===== src/rtl/i2c_arb_pkg.sv =====
// Shared types and command-word layout for the I2C bus arbiter.
// The command word layout matches the i2c_master cmd_* bundle.
package i2c_arb_pkg;

    localparam int CMD_W      = 12;
    localparam int CMD_STOP   = 0;
    localparam int CMD_WRM    = 1;
    localparam int CMD_WR     = 2;
    localparam int CMD_RD     = 3;
    localparam int CMD_START  = 4;
    localparam int CMD_ADDR   = 5;
    localparam int CMD_ADDR_W = 7;

    typedef enum logic [1:0] {
        IDLE        = 2'd0,
        GRANT       = 2'd1,
        DRAIN       = 2'd2,
        INJECT_STOP = 2'd3
    } arb_state_e;

    // Bare stop command used to close an abandoned transaction.
    function automatic logic [CMD_W-1:0] stop_only_cmd();
        logic [CMD_W-1:0] c;
        c           = {CMD_W{1'b0}};
        c[CMD_STOP] = 1'b1;
        return c;
    endfunction

endpackage


===== src/rtl/i2c_bus_arbiter_if.sv =====
// Requester-side and i2c_master-side handshake bundle of the bus arbiter.
// The master modport is the arbiter's view; slave is the environment's view.
interface i2c_bus_arbiter_if #(parameter int N_REQ = 4);

    logic [N_REQ*12-1:0] req_cmd;
    logic [N_REQ-1:0]    req_cmd_valid;
    logic [N_REQ-1:0]    req_cmd_ready;
    logic [N_REQ*8-1:0]  req_wdata;
    logic [N_REQ-1:0]    req_wdata_valid;
    logic [N_REQ-1:0]    req_wdata_last;
    logic [N_REQ-1:0]    req_wdata_ready;
    logic [7:0]          req_rdata;
    logic [N_REQ-1:0]    req_rdata_valid;
    logic                req_rdata_last;
    logic [N_REQ-1:0]    req_rdata_ready;
    logic [11:0]         m_cmd;
    logic                m_cmd_valid;
    logic                m_cmd_ready;
    logic [7:0]          m_data_in;
    logic                m_data_in_valid;
    logic                m_data_in_last;
    logic                m_data_in_ready;
    logic [7:0]          m_data_out;
    logic                m_data_out_valid;
    logic                m_data_out_last;
    logic                m_data_out_ready;
    logic                m_busy;

    modport master (
        input  req_cmd, req_cmd_valid, req_wdata, req_wdata_valid, req_wdata_last,
        input  req_rdata_ready, m_cmd_ready, m_data_in_ready,
        input  m_data_out, m_data_out_valid, m_data_out_last, m_busy,
        output req_cmd_ready, req_wdata_ready, req_rdata, req_rdata_valid, req_rdata_last,
        output m_cmd, m_cmd_valid, m_data_in, m_data_in_valid, m_data_in_last,
        output m_data_out_ready
    );

    modport slave (
        output req_cmd, req_cmd_valid, req_wdata, req_wdata_valid, req_wdata_last,
        output req_rdata_ready, m_cmd_ready, m_data_in_ready,
        output m_data_out, m_data_out_valid, m_data_out_last, m_busy,
        input  req_cmd_ready, req_wdata_ready, req_rdata, req_rdata_valid, req_rdata_last,
        input  m_cmd, m_cmd_valid, m_data_in, m_data_in_valid, m_data_in_last,
        input  m_data_out_ready
    );

endinterface


===== src/rtl/i2c_bus_arbiter_rr_pick.sv =====
// Combinational round-robin picker: first set request at or after i_ptr,
// wrapping modulo N. Returns index, one-hot and a valid flag.
module rr_pick #(
    parameter int N  = 4,
    parameter int IW = $clog2(N)
) (
    input  logic [N-1:0]  i_req,
    input  logic [IW-1:0] i_ptr,
    output logic [N-1:0]  o_onehot,
    output logic [IW-1:0] o_idx,
    output logic          o_valid
);

    logic [IW-1:0] w_cand;

    // Scan offsets from farthest to nearest so the nearest hit wins.
    always_comb begin
        w_cand  = {IW{1'b0}};
        o_idx   = {IW{1'b0}};
        o_valid = 1'b0;
        for (int off = N - 1; off >= 0; off--) begin
            w_cand  = IW'((int'(i_ptr) + off) % N);
            o_idx   = i_req[w_cand] ? w_cand : o_idx;
            o_valid = o_valid | i_req[w_cand];
        end
        o_onehot = o_valid ? (N'(1) << o_idx) : {N{1'b0}};
    end

endmodule


===== src/rtl/i2c_bus_arbiter.sv =====
// Round-robin arbiter sharing one i2c_master among N_REQ requesters; a grant
// lasts a whole transaction and an abandoned bus is closed with a forced stop.
module i2c_bus_arbiter
    import i2c_arb_pkg::*;
#(
    parameter int N_REQ   = 4,
    parameter int TIMEOUT = 4096
) (
    input  logic               clk,
    input  logic               rst_n,
    i2c_bus_arbiter_if.master  bus,
    output logic [N_REQ-1:0]   grant,
    output logic               timeout_pulse
);

    localparam int IW = $clog2(N_REQ);
    localparam int TW = $clog2(TIMEOUT);
    localparam logic [TW-1:0] TMO_LAST = TW'(TIMEOUT - 1);
    localparam logic [TW-1:0] TMO_MAX  = {TW{1'b1}};

    arb_state_e         r_state;
    logic [IW-1:0]      r_owner;
    logic [IW-1:0]      r_rr_ptr;
    logic [N_REQ-1:0]   r_grant;
    logic [TW-1:0]      r_tmo_cnt;
    logic               r_tmo_pulse;

    arb_state_e         w_state_nxt;
    logic [IW-1:0]      w_owner_nxt;
    logic [IW-1:0]      w_rr_nxt;
    logic [N_REQ-1:0]   w_grant_nxt;
    logic [TW-1:0]      w_tmo_nxt;
    logic               w_pulse_nxt;

    logic [N_REQ-1:0]   w_pick_oh;
    logic [IW-1:0]      w_pick_idx;
    logic               w_pick_valid;

    logic [CMD_W-1:0]   w_own_cmd;
    logic [7:0]         w_own_wdata;
    logic               w_own_wlast;
    logic               w_own_cmd_valid;
    logic               w_own_wvalid;
    logic               w_own_rready;
    logic               w_cmd_hs;
    logic               w_stop_hs;
    logic               w_any_hs;

    logic [CMD_W-1:0]   w_m_cmd;
    logic               w_m_cmd_valid;
    logic               w_m_data_in_valid;
    logic               w_m_data_in_last;
    logic               w_m_data_out_ready;
    logic [N_REQ-1:0]   w_req_cmd_ready;
    logic [N_REQ-1:0]   w_req_wdata_ready;
    logic [N_REQ-1:0]   w_req_rdata_valid;

    rr_pick #(.N(N_REQ), .IW(IW)) u_pick (
        .i_req    (bus.req_cmd_valid),
        .i_ptr    (r_rr_ptr),
        .o_onehot (w_pick_oh),
        .o_idx    (w_pick_idx),
        .o_valid  (w_pick_valid)
    );

    // Select the registered owner's command and write lanes.
    always_comb begin
        w_own_cmd   = {CMD_W{1'b0}};
        w_own_wdata = 8'd0;
        w_own_wlast = 1'b0;
        for (int i = 0; i < N_REQ; i++) begin
            w_own_cmd   = (r_owner == IW'(i)) ? bus.req_cmd[i*CMD_W +: CMD_W] : w_own_cmd;
            w_own_wdata = (r_owner == IW'(i)) ? bus.req_wdata[i*8 +: 8]       : w_own_wdata;
            w_own_wlast = (r_owner == IW'(i)) ? bus.req_wdata_last[i]         : w_own_wlast;
        end
    end

    assign w_own_cmd_valid = |(bus.req_cmd_valid   & r_grant);
    assign w_own_wvalid    = |(bus.req_wdata_valid & r_grant);
    assign w_own_rready    = |(bus.req_rdata_ready & r_grant);
    assign w_cmd_hs        = w_own_cmd_valid & bus.m_cmd_ready;
    assign w_stop_hs       = w_cmd_hs & w_own_cmd[CMD_STOP];
    assign w_any_hs        = w_cmd_hs | (w_own_wvalid & bus.m_data_in_ready)
                           | (bus.m_data_out_valid & w_own_rready);

    // Next-state and datapath routing from the registered owner.
    always_comb begin
        w_state_nxt        = r_state;
        w_owner_nxt        = r_owner;
        w_rr_nxt           = r_rr_ptr;
        w_grant_nxt        = r_grant;
        w_tmo_nxt          = {TW{1'b0}};
        w_pulse_nxt        = 1'b0;
        w_m_cmd            = {CMD_W{1'b0}};
        w_m_cmd_valid      = 1'b0;
        w_m_data_in_valid  = 1'b0;
        w_m_data_in_last   = 1'b0;
        w_m_data_out_ready = 1'b1;
        w_req_cmd_ready    = {N_REQ{1'b0}};
        w_req_wdata_ready  = {N_REQ{1'b0}};
        w_req_rdata_valid  = {N_REQ{1'b0}};
        case (r_state)
            IDLE: begin
                if (w_pick_valid) begin
                    w_state_nxt = GRANT;
                    w_owner_nxt = w_pick_idx;
                    w_grant_nxt = w_pick_oh;
                    w_rr_nxt    = (w_pick_idx == IW'(N_REQ - 1)) ? {IW{1'b0}} : w_pick_idx + IW'(1);
                end else begin
                    w_grant_nxt = {N_REQ{1'b0}};
                end
            end
            GRANT: begin
                w_m_cmd            = w_own_cmd;
                w_m_cmd_valid      = w_own_cmd_valid;
                w_req_cmd_ready    = r_grant & {N_REQ{bus.m_cmd_ready}};
                w_m_data_in_valid  = w_own_wvalid;
                w_m_data_in_last   = w_own_wlast;
                w_req_wdata_ready  = r_grant & {N_REQ{bus.m_data_in_ready}};
                w_req_rdata_valid  = r_grant & {N_REQ{bus.m_data_out_valid}};
                w_m_data_out_ready = w_own_rready;
                // A stop handshake takes precedence over an expiring timeout.
                if (w_stop_hs) begin
                    w_state_nxt = DRAIN;
                end else if (w_any_hs) begin
                    w_tmo_nxt = {TW{1'b0}};
                end else if (r_tmo_cnt == TMO_LAST) begin
                    w_state_nxt = INJECT_STOP;
                end else begin
                    w_tmo_nxt = (r_tmo_cnt == TMO_MAX) ? r_tmo_cnt : r_tmo_cnt + TW'(1);
                end
            end
            DRAIN: begin
                w_req_rdata_valid  = r_grant & {N_REQ{bus.m_data_out_valid}};
                w_m_data_out_ready = w_own_rready;
                if (!bus.m_busy) begin
                    w_state_nxt = IDLE;
                    w_grant_nxt = {N_REQ{1'b0}};
                end else begin
                    w_state_nxt = DRAIN;
                end
            end
            INJECT_STOP: begin
                w_m_cmd       = stop_only_cmd();
                w_m_cmd_valid = 1'b1;
                if (bus.m_cmd_ready) begin
                    w_state_nxt = DRAIN;
                    w_pulse_nxt = 1'b1;
                end else begin
                    w_state_nxt = INJECT_STOP;
                end
            end
            default: begin
                w_state_nxt = IDLE;
                w_grant_nxt = {N_REQ{1'b0}};
            end
        endcase
    end

    // State, owner, pointer, timeout counter and registered outputs.
    always_ff @(posedge clk) begin
        if (!rst_n) begin
            r_state     <= IDLE;
            r_owner     <= {IW{1'b0}};
            r_rr_ptr    <= {IW{1'b0}};
            r_grant     <= {N_REQ{1'b0}};
            r_tmo_cnt   <= {TW{1'b0}};
            r_tmo_pulse <= 1'b0;
        end else begin
            r_state     <= w_state_nxt;
            r_owner     <= w_owner_nxt;
            r_rr_ptr    <= w_rr_nxt;
            r_grant     <= w_grant_nxt;
            r_tmo_cnt   <= w_tmo_nxt;
            r_tmo_pulse <= w_pulse_nxt;
        end
    end

    assign grant                = r_grant;
    assign timeout_pulse        = r_tmo_pulse;
    assign bus.m_cmd            = w_m_cmd;
    assign bus.m_cmd_valid      = w_m_cmd_valid;
    assign bus.m_data_in        = w_own_wdata;
    assign bus.m_data_in_valid  = w_m_data_in_valid;
    assign bus.m_data_in_last   = w_m_data_in_last;
    assign bus.m_data_out_ready = w_m_data_out_ready;
    assign bus.req_cmd_ready    = w_req_cmd_ready;
    assign bus.req_wdata_ready  = w_req_wdata_ready;
    assign bus.req_rdata        = bus.m_data_out;
    assign bus.req_rdata_valid  = w_req_rdata_valid;
    assign bus.req_rdata_last   = bus.m_data_out_last;

endmodule


===== src/flat_wrapper.sv =====
// flat-port wrapper written by rule: the top's interface ports become plain ports
module i2c_bus_arbiter_flat import i2c_arb_pkg::*;
#(
    parameter int N_REQ   = 4,
    parameter int TIMEOUT = 4096
)
  (clk, rst_n, grant, timeout_pulse, bus_req_cmd, bus_req_cmd_valid, bus_req_wdata, bus_req_wdata_valid, bus_req_wdata_last, bus_req_rdata_ready, bus_m_cmd_ready, bus_m_data_in_ready, bus_m_data_out, bus_m_data_out_valid, bus_m_data_out_last, bus_m_busy, bus_req_cmd_ready, bus_req_wdata_ready, bus_req_rdata, bus_req_rdata_valid, bus_req_rdata_last, bus_m_cmd, bus_m_cmd_valid, bus_m_data_in, bus_m_data_in_valid, bus_m_data_in_last, bus_m_data_out_ready);
  i2c_bus_arbiter_if #(.N_REQ(N_REQ)) bus_i ();
  input  logic clk;
  input  logic rst_n;
  output logic [N_REQ-1:0] grant;
  output logic timeout_pulse;
  input wire logic [$bits(bus_i.req_cmd)-1:0] bus_req_cmd;
  input wire logic [$bits(bus_i.req_cmd_valid)-1:0] bus_req_cmd_valid;
  input wire logic [$bits(bus_i.req_wdata)-1:0] bus_req_wdata;
  input wire logic [$bits(bus_i.req_wdata_valid)-1:0] bus_req_wdata_valid;
  input wire logic [$bits(bus_i.req_wdata_last)-1:0] bus_req_wdata_last;
  input wire logic [$bits(bus_i.req_rdata_ready)-1:0] bus_req_rdata_ready;
  input wire logic [$bits(bus_i.m_cmd_ready)-1:0] bus_m_cmd_ready;
  input wire logic [$bits(bus_i.m_data_in_ready)-1:0] bus_m_data_in_ready;
  input wire logic [$bits(bus_i.m_data_out)-1:0] bus_m_data_out;
  input wire logic [$bits(bus_i.m_data_out_valid)-1:0] bus_m_data_out_valid;
  input wire logic [$bits(bus_i.m_data_out_last)-1:0] bus_m_data_out_last;
  input wire logic [$bits(bus_i.m_busy)-1:0] bus_m_busy;
  output wire logic [$bits(bus_i.req_cmd_ready)-1:0] bus_req_cmd_ready;
  output wire logic [$bits(bus_i.req_wdata_ready)-1:0] bus_req_wdata_ready;
  output wire logic [$bits(bus_i.req_rdata)-1:0] bus_req_rdata;
  output wire logic [$bits(bus_i.req_rdata_valid)-1:0] bus_req_rdata_valid;
  output wire logic [$bits(bus_i.req_rdata_last)-1:0] bus_req_rdata_last;
  output wire logic [$bits(bus_i.m_cmd)-1:0] bus_m_cmd;
  output wire logic [$bits(bus_i.m_cmd_valid)-1:0] bus_m_cmd_valid;
  output wire logic [$bits(bus_i.m_data_in)-1:0] bus_m_data_in;
  output wire logic [$bits(bus_i.m_data_in_valid)-1:0] bus_m_data_in_valid;
  output wire logic [$bits(bus_i.m_data_in_last)-1:0] bus_m_data_in_last;
  output wire logic [$bits(bus_i.m_data_out_ready)-1:0] bus_m_data_out_ready;
  assign bus_i.req_cmd = bus_req_cmd;
  assign bus_i.req_cmd_valid = bus_req_cmd_valid;
  assign bus_i.req_wdata = bus_req_wdata;
  assign bus_i.req_wdata_valid = bus_req_wdata_valid;
  assign bus_i.req_wdata_last = bus_req_wdata_last;
  assign bus_i.req_rdata_ready = bus_req_rdata_ready;
  assign bus_i.m_cmd_ready = bus_m_cmd_ready;
  assign bus_i.m_data_in_ready = bus_m_data_in_ready;
  assign bus_i.m_data_out = bus_m_data_out;
  assign bus_i.m_data_out_valid = bus_m_data_out_valid;
  assign bus_i.m_data_out_last = bus_m_data_out_last;
  assign bus_i.m_busy = bus_m_busy;
  assign bus_req_cmd_ready = bus_i.req_cmd_ready;
  assign bus_req_wdata_ready = bus_i.req_wdata_ready;
  assign bus_req_rdata = bus_i.req_rdata;
  assign bus_req_rdata_valid = bus_i.req_rdata_valid;
  assign bus_req_rdata_last = bus_i.req_rdata_last;
  assign bus_m_cmd = bus_i.m_cmd;
  assign bus_m_cmd_valid = bus_i.m_cmd_valid;
  assign bus_m_data_in = bus_i.m_data_in;
  assign bus_m_data_in_valid = bus_i.m_data_in_valid;
  assign bus_m_data_in_last = bus_i.m_data_in_last;
  assign bus_m_data_out_ready = bus_i.m_data_out_ready;
  i2c_bus_arbiter #(.N_REQ(N_REQ), .TIMEOUT(TIMEOUT)) u_core (.clk(clk), .rst_n(rst_n), .bus(bus_i), .grant(grant), .timeout_pulse(timeout_pulse));
endmodule

===== config.mk =====
export PLATFORM = sky130hd
export DESIGN_NAME = i2c_bus_arbiter_flat
export DESIGN_NICKNAME = d
export VERILOG_FILES = /design/src/rtl/i2c_arb_pkg.sv /design/src/rtl/i2c_bus_arbiter_if.sv /design/src/rtl/i2c_bus_arbiter_rr_pick.sv /design/src/rtl/i2c_bus_arbiter.sv /design/src/flat_wrapper.sv
export SDC_FILE = /design/constraint.sdc
export NUM_CORES = 1
export LEC_CHECK = 0
export CAP_MARGIN = 10
export CORE_ASPECT_RATIO = 0.9
export CORE_MARGIN = 8
export CORE_UTILIZATION = 33
export DETAILED_ROUTE_END_ITERATION = 8
export GPL_TIMING_DRIVEN = 0
export PLACE_DENSITY = 0.83
export SLEW_MARGIN = 20
export SYNTH_ARGS = -nofsm -noshare
export SYNTH_HDL_FRONTEND = slang
export SYNTH_SLANG_ARGS = --single-unit

===== constraint.sdc =====
create_clock -name clk -period 2.1 [get_ports clk]
set_input_delay 0.42 -clock clk [delete_from_list [all_inputs] [get_ports clk]]
set_output_delay 0.42 -clock clk [all_outputs]
set_load 0.03 [all_outputs]

==> results.md <==
* Outcome: finished, violations left
* Failing checks: setup timing
* Critical-path maximum fanout at 5
* Die height at 90.03 um
* Max-slew violations at 0
* Min-delay src: u_core.r_tmo_cnt[0]
* Routed Antenna Nets at 0
* Grt total ovfl at 0
* Via count at 2,298
* Pre-CTS WS at -471.4 ps
* DRT Pass-1 Iters at 4
* IO Pins at about 160
* Setup crit start: u_core.r_owner[0]
* Hold Crit Class: reg -> reg
* Die Width at between 90 and 100 um
* GR Util All Layers at 0.1837
* Final period util at 1.006
* Fin Hold WS at approximately 480 ps
* Worst vdd ir at about 0.0009 V
* Residual DRC at 0
* PwrDens at between 900 and 1000 mW/mm^2
* Critical path required time at approximately 1700 ps
* Min Clock Period, post-route at approximately 2100 ps
* Fmax at ~470 MHz
* Worst-skew pair later-pin latency at 270 ps
* Total CTS buffers at 3
* Mean routed wirelength per cell at 20.10 um
* Area of the die at a little under 0.009 sq mm
* Layout Nets at just under 500
* DP Wirelength at between 7 and 8 mm
* Crit start category: register
* Area delta synth->final at 88.29%
* CTS root buf: clkbuf_8
* Post-synth EDFFs at 0
* Initial Utilization at 0.3342
* Drt first-iter violations at 66
* Setup slack after layout at -13.39 ps
* Clock slew at reported path FFs at roughly 90 ps
* Post-Layout Cell Count at 436
* Number of max-cap violations at 0
* Core area at ~0.006 sq mm
* GPL Wtd Cong at 0.8913
* Final Skew at 8.409 ps
* Endpoint kind of the worst setup timing path: output port
* FILL cells at between 500 and 600
* RSZ-0062 raised after global routing: true
* Clock Path Buffers at 2
* CTS tree: done
* CTS sink cnt at 23
* Port-buffer cells at ~150
* Seq/Total Area, Yosys at 0.2291
* Largest net degree at the start of global routing at 14
* DRT Wirelength at 8.764 mm
* Final hold vios at 0
* R2r startpoint: u_core.r_owner[0]
* Ant. Diodes at 0
* Worst slew margin at 0.6512
* First-pass GRT wire length at between 10 and 15 mm
* Row count at 27
* Unique masters post-synth at 42
* YS warnings at 0
* Layout cell share with drive strength beyond 1 at 0.2995
* Vias in the first global route at around 2,500
* Leakage power at between 1.5 and 2 nW
* Initial antenna violation count at 0
* Cells after Synth at 204
* CP Data Arrival Time at between 1500 and 2000 ps
* H-tree Lvls at 1
* Post-synthesis async set-or-reset flop share at 0
* Worst-margin pin slew at 518.5 ps
* Netlist Area Pre-Place at between 0.002 and 0.0025 sq mm
* Placed cells at 427
* Prevailing post-synth register cell: dfxtp_1
* Post-synthesis register bit count at 23
* Final setup vio count at 1
* Via density at roughly 5.3
* Synthesized area per cell at about 9.9 sq um
* Syn_nets at about 320
* Worst setup path category: reg -> out
* # hold bufs at CTS at 0
==> cell type report <==
| type | instances | area (sq um) | area share |
|---|---|---|---|
| buffer | 16 | 155.1 | 0.04101 |
| clock buffer | 3 | 41.29 | 0.01091 |
| clock inverter | 1 | 5.005 | 0.001323 |
| inverter | 11 | 41.29 | 0.01091 |
| multi-input combinational | 154 | 1464 | 0.3869 |
| sequential | 23 | 465.4 | 0.1230 |
| tap | 72 | 90.09 | 0.02381 |
| timing repair buffer | 156 | 1521 | 0.4021 |
==> repair_timing <==
item,in CTS,in global routing
setup endpoints to repair,39,28
pin swaps,0,3
setup buffers,1,3
cloned,0,1
gates resized for setup,167,43
==> path summary, 6_finish.rpt <==
| check | to | depth (start not counted) | slack, ps |
|---|---|---|---|
| hold / removal | u_core.r_tmo_cnt[0] | 1 | 480 |
| setup / recovery | bus_m_cmd[0] | 4 | -10 |
| hold reg to reg | u_core.r_tmo_cnt[0] | 1 | 480 |
| setup reg to reg | u_core.r_state[1] | 5 | 250 |
==> metal layers <==
layer	GRT usage	up-vias	routed length (um)
met4	0.04342	0	128
li1	-	1064	-
met2	0.3449	127	4637
met3	0.04160	13	685
met5	0	-	0
met1	0.2032	1094	3312
==> registers in the layout, indices dropped and copies added, names as in the netlist <==
signal                count
u_core.r_tmo_cnt         12
u_core.r_rr_ptr           2
u_core.grant              4
u_core.r_owner            2
u_core.r_state            2
u_core.timeout_pulse      1
==> critical path, cell delays in order (launching register included) <==
cell and delay, ps:
dfxtp_4 420, buf_4 130, mux4_2 540, a21o_1 200, buf_6 140
==> Yosys cell counts (2+ instances only) <==
library cell | n | area [sq um]
dfxtp_1 | 23 | 460.4
mux4_2 | 21 | 473.0
nand2_1 | 15 | 56.30
and2_1 | 14 | 87.58
and3_1 | 13 | 81.33
a21oi_1 | 11 | 55.05
inv_1 | 10 | 37.54
nor2_2 | 10 | 62.56
buf_4 | 9 | 67.56
ha_1 | 9 | 112.6
nor2_1 | 9 | 33.78
a22oi_1 | 8 | 60.06
xor2_1 | 6 | 52.55
xnor2_1 | 4 | 35.03
nand2b_1 | 3 | 18.77
nand3_1 | 3 | 15.01
o21ai_0 | 3 | 15.01
a21o_1 | 2 | 15.01
a221oi_1 | 2 | 17.52
a22oi_2 | 2 | 25.02
and4_1 | 2 | 17.52
buf_1 | 2 | 7.510
buf_2 | 2 | 10.01
clkbuf_1 | 2 | 7.510
nand4_1 | 2 | 12.51
==> stage by stage <==
step	setup TNS (ps)	area, sq um	util	total power, W
detailed placement	-15290	3611	0.6005	0.002993
global route	-299.2	3784	0.6292	0.003701
finish	-13.39	3784	0.6292	0.003502
CTS	-5.199	3685	0.6128	0.003303
floorplan	0	2009	-	0.002074
global placement	-13040	3611	0.6005	0.002935
==> power breakdown <==
| group | total, W | internal (W) | leakage [nW] | switching (W) |
|---|---|---|---|---|
| registers | 0.000690 | 0.000525 | 0.188 | 0.000164 |
| clock network | 0.000279 | 0.000133 | 0.0255 | 0.000146 |
| logic | 0.00253 | 0.00123 | 1.32 | 0.00130 |
==> cell usage in the layout, fill, tap and decap left out, drive strengths merged, types with 2 or more instances in the layout <==
master / netlist / layout
nor2: 19 / 19
buf: 14 / 40
nand2: 15 / 15
dfxtp: 23 / 23
clkdlybuf4s50: 0 / 112
mux4: 21 / 21
clkinv: 1 / 2
nand4: 3 / 3
clkdlybuf4s15: 0 / 9
a22oi: 10 / 10
xor2: 6 / 6
o21ai: 3 / 3
a21o: 2 / 2
and2: 14 / 14
a21boi: 2 / 2
nand2b: 4 / 4
a221oi: 2 / 2
clkbuf: 2 / 6
and4: 2 / 2
and3: 13 / 13
a21oi: 11 / 11
dlymetal6s2s: 0 / 2
dlygate4sd2: 0 / 3
ha: 9 / 9
clkdlybuf4s18: 0 / 3
inv: 10 / 10
xnor2: 4 / 4
nand3: 3 / 3
==> logic make-up after synthesis <==
| family | count (synthesis) | share of synthesized area |
|---|---|---|
| fa+ha+maj | 9 | 0.05604 |
| simple gates | 76 | 0.2136 |
| xor+xnor | 10 | 0.04358 |
| mux | 22 | 0.2403 |
| buf+inv | 27 | 0.07223 |
| compound gates | 37 | 0.1451 |
| flops | 23 | 0.2291 |
Note: power is estimated with default switching activity, not from simulation.
